**config.mk**
```make
export PLATFORM = sky130hd
export DESIGN_NAME = updown_count_controller
export DESIGN_NICKNAME = d
export VERILOG_FILES = /design/src/rtl/updown_count_controller.sv
export SDC_FILE = /design/constraint.sdc
export NUM_CORES = 1
export LEC_CHECK = 0
export ABC_AREA = 1
export BUFFER_PORTS_ARGS = -buffer_cell sky130_fd_sc_hd__buf_2
export CAP_MARGIN = 0
export CORE_MARGIN = 5
export CORE_UTILIZATION = 48
export DETAILED_ROUTE_END_ITERATION = 10
export PLACE_DENSITY = 0.76
export SLEW_MARGIN = 20
export SYNTH_ARGS = -nofsm -noshare
export SYNTH_HDL_FRONTEND = slang
export SYNTH_SLANG_ARGS = --single-unit
export TNS_END_PERCENT = 1
```
**constraint.sdc**
```tcl
create_clock -name clock_i -period 1.5 [get_ports clock_i]
set_input_delay 0.3 -clock clock_i [delete_from_list [all_inputs] [get_ports clock_i]]
set_output_delay 0.3 -clock clock_i [all_outputs]
set_load 0.05 [all_outputs]
```
**src/rtl/updown_count_controller.sv**
```systemverilog
// rtl/updown_count_controller.sv - up/down count sequencer with prescaler, limit actions and BCD digits
module updown_count_controller #(
    parameter int unsigned PRESCALE = 4
) (
    input  logic       clock_i,
    input  logic       clear_i,
    input  logic       start_i,
    input  logic       stop_i,
    input  logic       dir_i,
    input  logic [1:0] mode_i,
    input  logic [3:0] lo_limit_i,
    input  logic [3:0] hi_limit_i,
    input  logic       load_i,
    input  logic [3:0] load_val_i,
    output logic [3:0] qn_o,
    output logic       count_dir_o,
    output logic       running_o,
    output logic       tick_o,
    output logic       terminal_o,
    output logic [3:0] tens_o,
    output logic [3:0] ones_o
);

    typedef enum logic [1:0] {
        IDLE = 2'd0,
        RUN  = 2'd1,
        DONE = 2'd2
    } state_t;

    localparam logic [3:0] PRE_MAX = 4'(PRESCALE - 1);

    state_t     state_q, state_d;
    logic [3:0] qn_q, qn_d;
    logic       dir_q, dir_d;
    logic [3:0] pre_q, pre_d;
    logic       term_q, term_d;
    logic       limits_ok;
    logic       at_limit;

    always_ff @(posedge clock_i or posedge clear_i) begin
        if (clear_i) begin
            state_q <= IDLE;
            qn_q    <= 4'd0;
            dir_q   <= 1'b0;
            pre_q   <= 4'd0;
            term_q  <= 1'b0;
        end else begin
            state_q <= state_d;
            qn_q    <= qn_d;
            dir_q   <= dir_d;
            pre_q   <= pre_d;
            term_q  <= term_d;
        end
    end

    assign limits_ok = (lo_limit_i <= hi_limit_i);
    assign tick_o    = (state_q == RUN) && (pre_q == PRE_MAX) && !load_i && !stop_i;
    // A count outside the window counts as "at the limit" so the first step pulls it back in.
    assign at_limit  = dir_q ? (qn_q <= lo_limit_i) : (qn_q >= hi_limit_i);

    always_comb begin
        state_d = state_q;
        qn_d    = qn_q;
        dir_d   = dir_q;
        pre_d   = pre_q;
        term_d  = 1'b0;

        case (state_q)
            RUN: begin
                if (stop_i || !limits_ok) begin
                    state_d = IDLE;
                    pre_d   = 4'd0;
                end else begin
                    pre_d = (pre_q == PRE_MAX) ? 4'd0 : pre_q + 4'd1;
                    if (tick_o) begin
                        if (!at_limit) begin
                            qn_d = dir_q ? qn_q - 4'd1 : qn_q + 4'd1;
                        end else begin
                            term_d = 1'b1;
                            case (mode_i)
                                2'b01:   state_d = DONE;
                                2'b10:   dir_d   = ~dir_q;
                                default: qn_d    = dir_q ? hi_limit_i : lo_limit_i;
                            endcase
                        end
                    end
                end
            end
            default: begin
                if (stop_i) begin
                    state_d = IDLE;
                end else if (start_i && limits_ok) begin
                    state_d = RUN;
                    dir_d   = dir_i;
                    pre_d   = 4'd0;
                end
            end
        endcase

        // Load wins over any step; tick is already suppressed so no terminal is raised.
        if (load_i) begin
            qn_d  = load_val_i;
            pre_d = 4'd0;
        end
    end

    assign qn_o        = qn_q;
    assign count_dir_o = dir_q;
    assign running_o   = (state_q == RUN);
    assign terminal_o  = term_q;
    assign tens_o      = (qn_q >= 4'd10) ? 4'd1 : 4'd0;
    assign ones_o      = (qn_q >= 4'd10) ? qn_q - 4'd10 : qn_q;

endmodule
```
# After elaboration in Yosys (flattened, before gate mapping)
# Index checks and enable logic that the tools add are counted.
[totals] ff_bits=12 out_inout_bits=16 word_cells=82
[classes] order_cmp=4 addsub=4 n_reduce_logical=18 eq_ne=15 bitwise=1 mux=35
[ops] operator="$mux 4" count=15
[ops] operator="$mux 2" count=7
[ops] operator="$mux 1" count=13
[ops] operator="$ne 3x1->1 const B" count=4
[ops] operator="$add 4x1->4 const B" count=2
[ops] operator="$le 4x4->1" count=2
[ops] operator="$ne 2x1->1 const B" count=4
[ops] operator="$reduce_and 4->1" count=2
[ops] operator="$reduce_and 6->1" count=1
[ops] operator="$reduce_bool 2->1" count=3
[ops] operator="$reduce_bool 3->1" count=2
[ops] operator="$eq 2x1->1 const B" count=2
[ops] operator="$eq 4x2->1 const B" count=1
[ops] operator="$ge 4x4->1" count=1
[ops] operator="$ge 4x4->1 const B" count=1
[ops] operator="$logic_and 1x1->1" count=4
[ops] operator="$ne 2x2->1 const B" count=2
[ops] operator="$sub 4x1->4 const B" count=1
[ops] operator="$sub 4x4->4 const B" count=1
[ops] operator="$logic_not 1->1" count=3
[ops] operator="$ne 3x3->1 const B" count=1
[ops] operator="$eq 2x2->1 const B" count=1
[ops] operator="$reduce_and 2->1" count=1
[ops] operator="$reduce_or 2->1" count=1
[ops] operator="other kinds (2)" count=2

# Logic depth before layout (Yosys ltp)
# Gate-level depths: netlist of the first run.
[depth] ltp_word=8 ltp_mapped=14 depth_no_buf=14

# Worst setup path before layout of the first run
# Ideal clock, no wire load.
[synth_path] path_kind="flip-flop to output port" startpoint="reg qn_q[1], in the netlist qn_o[1]" endpoint="out ones_o[2]" n_path_buf=0 t_arrival_ns=2.777 path_stages_with_launch=4 slack_ns=-1.577 path_cell_list="dfrtp_1 inv_1 a21oi_1 mux2i_1"
[synth_between] elab_chain_cells=2
[synth_rtl] element="start, declared" line_no="33" rtl="logic [3:0] qn_q, qn_d;"
[synth_rtl] element="start signal, assigned" line_no="49" rtl="qn_q <= qn_d;"
[synth_rtl] element="$sub 4x4->4 or $ge 4x4->1 (tied branches)" line_no="112" rtl="assign ones_o = (qn_q >= 4'd10) ? qn_q - 4'd10 : qn_q;"
[synth_rtl] element="$mux 4 (*)" line_no="112"
[synth_rtl] element="end, declared" line_no="21" rtl="output logic [3:0] ones_o"
# Mark *: on every way between the ends. The rest lies on a longest branch, timed or not.

# Worst setup path after layout of the first run
# Same ends and word-level chain as after synthesis.

==> flow_summary.yaml, run 1 <==
run_status:
  status: "finished, violations left"
  violations: "negative setup slack"
clock_tree:
  clkLatencyLatePin_ps: 270
  clk_path_buf_depth: 2
  htreeDepth: 1
  cts_tree: "yes"
  clkTransAtPathRegs_ps: 70
  cts_buffers: 3
  holdBufCountCts: 0
  cts_root_buf: "clkbuf_4"
  clkSinkCount: 12
run:
  cap_violations: 0
routing:
  first_pass_iters: 5
  viasPerCell: 4.983
  ant_nets: 0
  drt_iter0_markers: 46
  vias: 1470
  wl_um: 3590
  post_drt_wl_per_cell_um: 12.17
  route.detailed.drc: 0
timing:
  report.final.slew_viol_count: 0
  period_needed_ps: 1759
  hold_violations: 0
  holdWs_ps: 19.79
  setup_violations: 12
  min_period_over_period_pct: 117.2
  timing.final.ws_setup_ps: -258.7
  fin_skew_ps: 3.606
  rsz0062_at_grt: "yes"
  fmax_mhz: 568.6
global_routing:
  grtUsageTotal_pct: 18.65
  grt_first_pass_wirelength_um: 6175
  grt_pass1_vias: 1402
  grt-ovfl-total: 0
  grt_max_degree: 14
  antenna_found_initial: 0
die:
  dieArea_sq_mm: 0.004162
  coreArea_sq_mm: 0.002805
  ios: 36
  rows: 19
  start_util_pct: 50.85
  die_x_um: 64.51
  die_h_um: 64.51
place:
  place_hpwl_um: 2862
  placed_area_sq_mm: 0.001777
  globalplace.congestion: 0.8584
  port_buffers: 32
pwr:
  combPwrFrac_pct: 78.1
  power.density_mw_per_mm2: 1661
  p_leak_nw: 1.087
  clkPwrFrac_pct: 6.4
  ir_worst_vdd_mv: 0.6286
  power_frac_seq_pct: 15.5
  p_int_mw: 1.508
  power_switching_mw: 1.752
  netSwitchingFraction_pct: 53.75
setup_path:
  worstSetupStartpointType: "flip-flop"
  endpoint_kind: "output pin"
  cp.required_ps: 1200
  crit_fanout: 6
  worstSetupPathType: "reg -> out"
  crit_arrival_ps: 1460
logic_synthesis:
  synth_seq_area_share_pct: 21.05
  synth_area_leaders: "dfrtp_1, nand2_1, ha_1, inv_1, nand3_1"
  yosysWarnings: 0
  yosysTopAreaCellShare_pct: 21.05
  synth_largest_area_cell: "dfrtp_1"
  ys_ff_latch: 12
  postSynthAreaPerCell_sq_um: 6.792
  synthCells: 210
  syn_area_sq_mm: 0.001426
  synth.distinct_cells: 29
final_layout:
  antennaDiodeCount: 0
  final_area_sq_mm: 0.001963
  area_delta_synth_final_pct: 37.63
  drive_above_1_share_pct: 39.39
  finalNetCount: 304
  final_util_pct: 69.98
worst_hold_path:
  worstHoldPathType: "in -> async"
[final cells by class]
type / count / area, sq um
Timing Repair Buffer: 54 / 372.9
Multi-Input combinational cell: 156 / 1065
Clock buffer: 4 / 26.28
Inverter: 38 / 155.1
Tap cell: 31 / 38.79
Fill cell: 239 / 842.1
Sequential cell: 12 / 305.3
[flip-flops by register name (all words and copies together) (netlist names)]
| name | count |
|---|---|
| state_q | 2 |
| qn_o | 4 |
| pre_q | 4 |
| terminal_o | 1 |
| count_dir_o | 1 |
[metrics by stage]
step           power [mW]  cells  worst slack (ps)  setup TNS (ps)
6_report            3.260    295            -258.7           -2042
4_1_cts             3.110    293            -265.8           -2328
2_1_floorplan       2.138    212            -402.9           -3211
3_3_place_gp        2.707    288            -232.0           -2069
3_5_place_dp        2.726    288            -254.2           -2434
5_1_grt             3.560    295            -317.7           -3028
[metal layers]
layer	track usage, %	wire, um	part of all wire [%]	up-vias
met2	32.09	1736	48	40
met3	4.145	153	4.3	6
met5	0	0	0	-
met1	23.78	1659	46	658
li1	-	-	-	766
met4	4.485	41	1.1	0
[cells by family after synthesis]
kind of cell	share of synthesized area, %
buffers and inverters	13.60
AO/OA/AOI/OAI	7.720
flip-flops	21.05
multiplexers	0.7018
other	0.2629
AND/OR/NAND/NOR	37.63
adder cells (fa/ha/maj)	17.19
XOR/XNOR	1.842
[power by group through the flow]
stage | combinational [mW] | clock (mW) | sequential, mW
2_1_floorplan | 1.47 | 0 | 0.668
3_3_place_gp | 2.22 | 0 | 0.488
3_5_place_dp | 2.24 | 0 | 0.488
4_1_cts | 2.40 | 0.217 | 0.492
5_1_grt | 2.81 | 0.238 | 0.513
6_report | 2.55 | 0.209 | 0.504
[synth_stat cells]
master and number:
o21ai_0 8, inv_2 4, buf_2 1, ha_1 18, o21bai_1 1, nand2_1 64, nor2_4 2, nand2_8 2
inv_6 1, nor2_1 7, a31oi_1 1, o21ai_4 1, buf_6 1, xor2_1 2, nor3_1 1, conb_1 1
a21oi_1 8, nand2_2 3, xnor2_1 1, mux2i_1 1, nand4_1 3, buf_4 4, nor2_2 2, nand2_4 2
inv_1 33, nand3_1 24, fa_1 1, nand3_2 1, dfrtp_1 12
[cell usage in the layout (no fill, tap or decap), types with 3 or more instances in the layout]
master | Yosys | final
buf_4 | 4 | 21
buf_2 | 1 | 27
nand4_1 | 3 | 3
buf_6 | 1 | 4
o21ai_0 | 8 | 5
dfrtp_2 | 0 | 4
nor2_1 | 7 | 5
nand2_2 | 3 | 6
nand3_1 | 24 | 23
clkbuf_4 | 0 | 3
inv_1 | 33 | 28
a21oi_1 | 8 | 4
a21oi_2 | 0 | 3
conb_1 | 1 | 3
ha_1 | 18 | 13
nor2_2 | 2 | 4
nand2_1 | 64 | 60
inv_2 | 4 | 7
ha_4 | 0 | 4
nand2_4 | 2 | 3
dfrtp_1 | 12 | 8
[what timing repair did]
action,in CTS,in global routing
setup buffers,1,2
setup endpoints to repair,13,17
pin swaps,5,7
resized for setup,16,20
[final timing paths]
check / from / end / slack [ps] / cells past startpoint
max in group asynchronous: clear_i / qn_o[2] / 1140 / 2
min: clear_i / pre_q[0] / 20 / 2
max: qn_o[1] / ones_o[2] / -260 / 4
min in group clock_i: load_val_i[3] / qn_o[3] / 330 / 5
max reg2reg: qn_o[2] / qn_o[3] / -200 / 10
min reg2reg: state_q[0] / state_q[0] / 470 / 2
[critical path, stage by stage (launching register included)]
cell and delay (ps):
dfrtp_2 470, inv_6 80, a21oi_4 210, mux2i_4 250, buf_6 180
(Power assumes the default switching activity.)
==> inputs of run 2 (changes only) <==
--- a/config.mk
+++ b/config.mk
@@ -11,7 +11,7 @@
 export CORE_MARGIN = 5
 export CORE_UTILIZATION = 48
 export DETAILED_ROUTE_END_ITERATION = 10
-export PLACE_DENSITY = 0.76
+export PLACE_DENSITY = 0.72
 export SLEW_MARGIN = 20
 export SYNTH_ARGS = -nofsm -noshare
 export SYNTH_HDL_FRONTEND = slang
==> run 2 against run 1 <==
  * The flow still finishes with violations (negative setup slack)
  * Critical endpoint is now qn_o[3]
  * Clock power increased by 23%
  * Combinational power grew 9.0%
  * Via count increased by 5.4%
  * First-iteration DRC count rose by 26%
  * Critical path type is now reg -> reg
  * Sequential power down 4%
==> flow_summary.yaml, run 2 (synthesis results as in run 1) <==
final_layout:
  finalNetCount: 313
  layout.cells.non_filler: 304
  mostFrequentLayoutCells: "nand2_1, buf_4, inv_1"
  final_area_sq_mm: 0.002059
  antennaDiodeCount: 0
  area_delta_synth_final_pct: 44.39
  drive_above_1_share_pct: 41.76
  final_util_pct: 73.42
  final_common_cell: "nand2_1"
place:
  placed_area_sq_mm: 0.001799
  place_ws_ps: -242.3
  port_buffers: 32
  dp.cells: 291
  globalplace.congestion: 0.8263
  place_hpwl_um: 2898
run:
  cap_violations: 0
worst_hold_path:
  worstHoldPathType: "in -> async"
pwr:
  p_leak_nw: 1.145
  finalPower_mw: 3.521
  power.density_mw_per_mm2: 1709
  ir_worst_vdd_mv: 0.7172
clock_tree:
  clkSinkCount: 12
  cts_tree: "yes"
  clk_path_buf_depth: 2
  holdBufCountCts: 0
  htreeDepth: 1
  cts_root_buf: "clkbuf_4"
  clkTransAtPathRegs_ps: 80
  cts_buffers: 3
  clkLatencyLatePin_ps: 280
setup_path:
  crit_chain: "ha_4 -> nand2_2 -> nor2_1 -> nor2_2 -> nand2_4 -> nand2_8 -> o21ai_4 -> nand2_4 -> nand2_2 -> nand2_1"
  worstPathBufferInverterCount: 0
  crit_fanout: 8
  max_stage_delay_ps: 490
  worstSetupPathType: "reg -> reg"
  cp.required_ps: 1670
  worstSetupStartpointType: "flip-flop"
  crit_arrival_ps: 1990
  endpoint_kind: "flip-flop"
  critPathSlowestCell: "dfrtp_2"
  cp_top_family: "simple AND/OR/NAND/NOR gates"
routing:
  route.detailed.drc: 0
  wl_met3_um: 198
  viasPerCell: 5.099
  ant_nets: 0
  post_drt_wl_per_cell_um: 12.30
  wl_um: 3740
  m1WireLength_um: 1469
  vias: 1550
  top_layer: "met4"
  drt_iter0_markers: 58
  first_pass_iters: 4
  wl_met2_um: 1989
global_routing:
  grtUsageTotal_pct: 18.00
  grt_max_degree: 14
  grt-ovfl-total: 0
  grt_pass1_vias: 1454
  grt_first_pass_wirelength_um: 6078
  antenna_found_initial: 0
timing:
  period_needed_ps: 1819
  setup_violations: 13
  setup_tns_ps: -2962
  rsz0062_at_grt: "yes"
  holdWs_ps: 16.62
  hold_violations: 0
  timing.final.ws_setup_ps: -319.3
  min_period_over_period_pct: 121.3
  report.final.slew_viol_count: 0
  fin_skew_ps: 8.248
  fmax_mhz: 549.7
run_status:
  violations: "negative setup slack"
  status: "finished, violations left"
die:
  die_h_um: 64.51
  coreArea_sq_mm: 0.002805
  ios: 36
  rows: 19
  dieArea_sq_mm: 0.004162
  start_util_pct: 50.85
  die_x_um: 64.51
[run 2: changes by cell type in the layout (fill, tap and decap cells not counted), sizes merged]
cell,previous run,this run
buf,54,62
clkbuf,4,5
[run 2: cell type report]
cell class	instances	area (sq um)
Multi-Input combinational cell	156	1065
Clock buffer	4	36.28
Fill cell	230	745.7
Tap cell	31	38.79
Inverter	38	157.7
Sequential cell	12	305.3
Timing Repair Buffer	63	456.7
[run 2: what timing repair did]
| item | 4_1_cts | 5_1_grt |
|---|---|---|
| gates cloned | 0 | 0 |
| hold endpoints to repair | 0 | 0 |
| pin swaps | 4 | 8 |
| gates resized for setup | 16 | 24 |
| setup buffers | 3 | 6 |
| endpoints found under the setup margin | 13 | 18 |
[run 2: where the power goes]
| part | switching (mW) | internal (mW) |
|---|---|---|
| clock | 0.110 | 0.148 |
| sequential | 0.0963 | 0.389 |
| combinational | 1.63 | 1.15 |
[run 2: routing by layer]
metal | track usage, % | vias to the layer above
met2 | 33.12 | 47
met1 | 21.02 | 708
met3 | 4.836 | 8
met5 | 0 | -
li1 | - | 787
met4 | 3.430 | 0
[run 2: final timing paths]
kind	start	to	slack, ps	cells past startpoint
min in group clock_i	start_i	state_q[0]	320	3
min	clear_i	pre_q[0]	20	2
max	qn_o[2]	qn_o[3]	-320	10
max in group asynchronous	clear_i	qn_o[0]	1140	2
min reg2reg	state_q[0]	state_q[0]	490	2
max reg2reg	qn_o[2]	qn_o[3]	-320	10
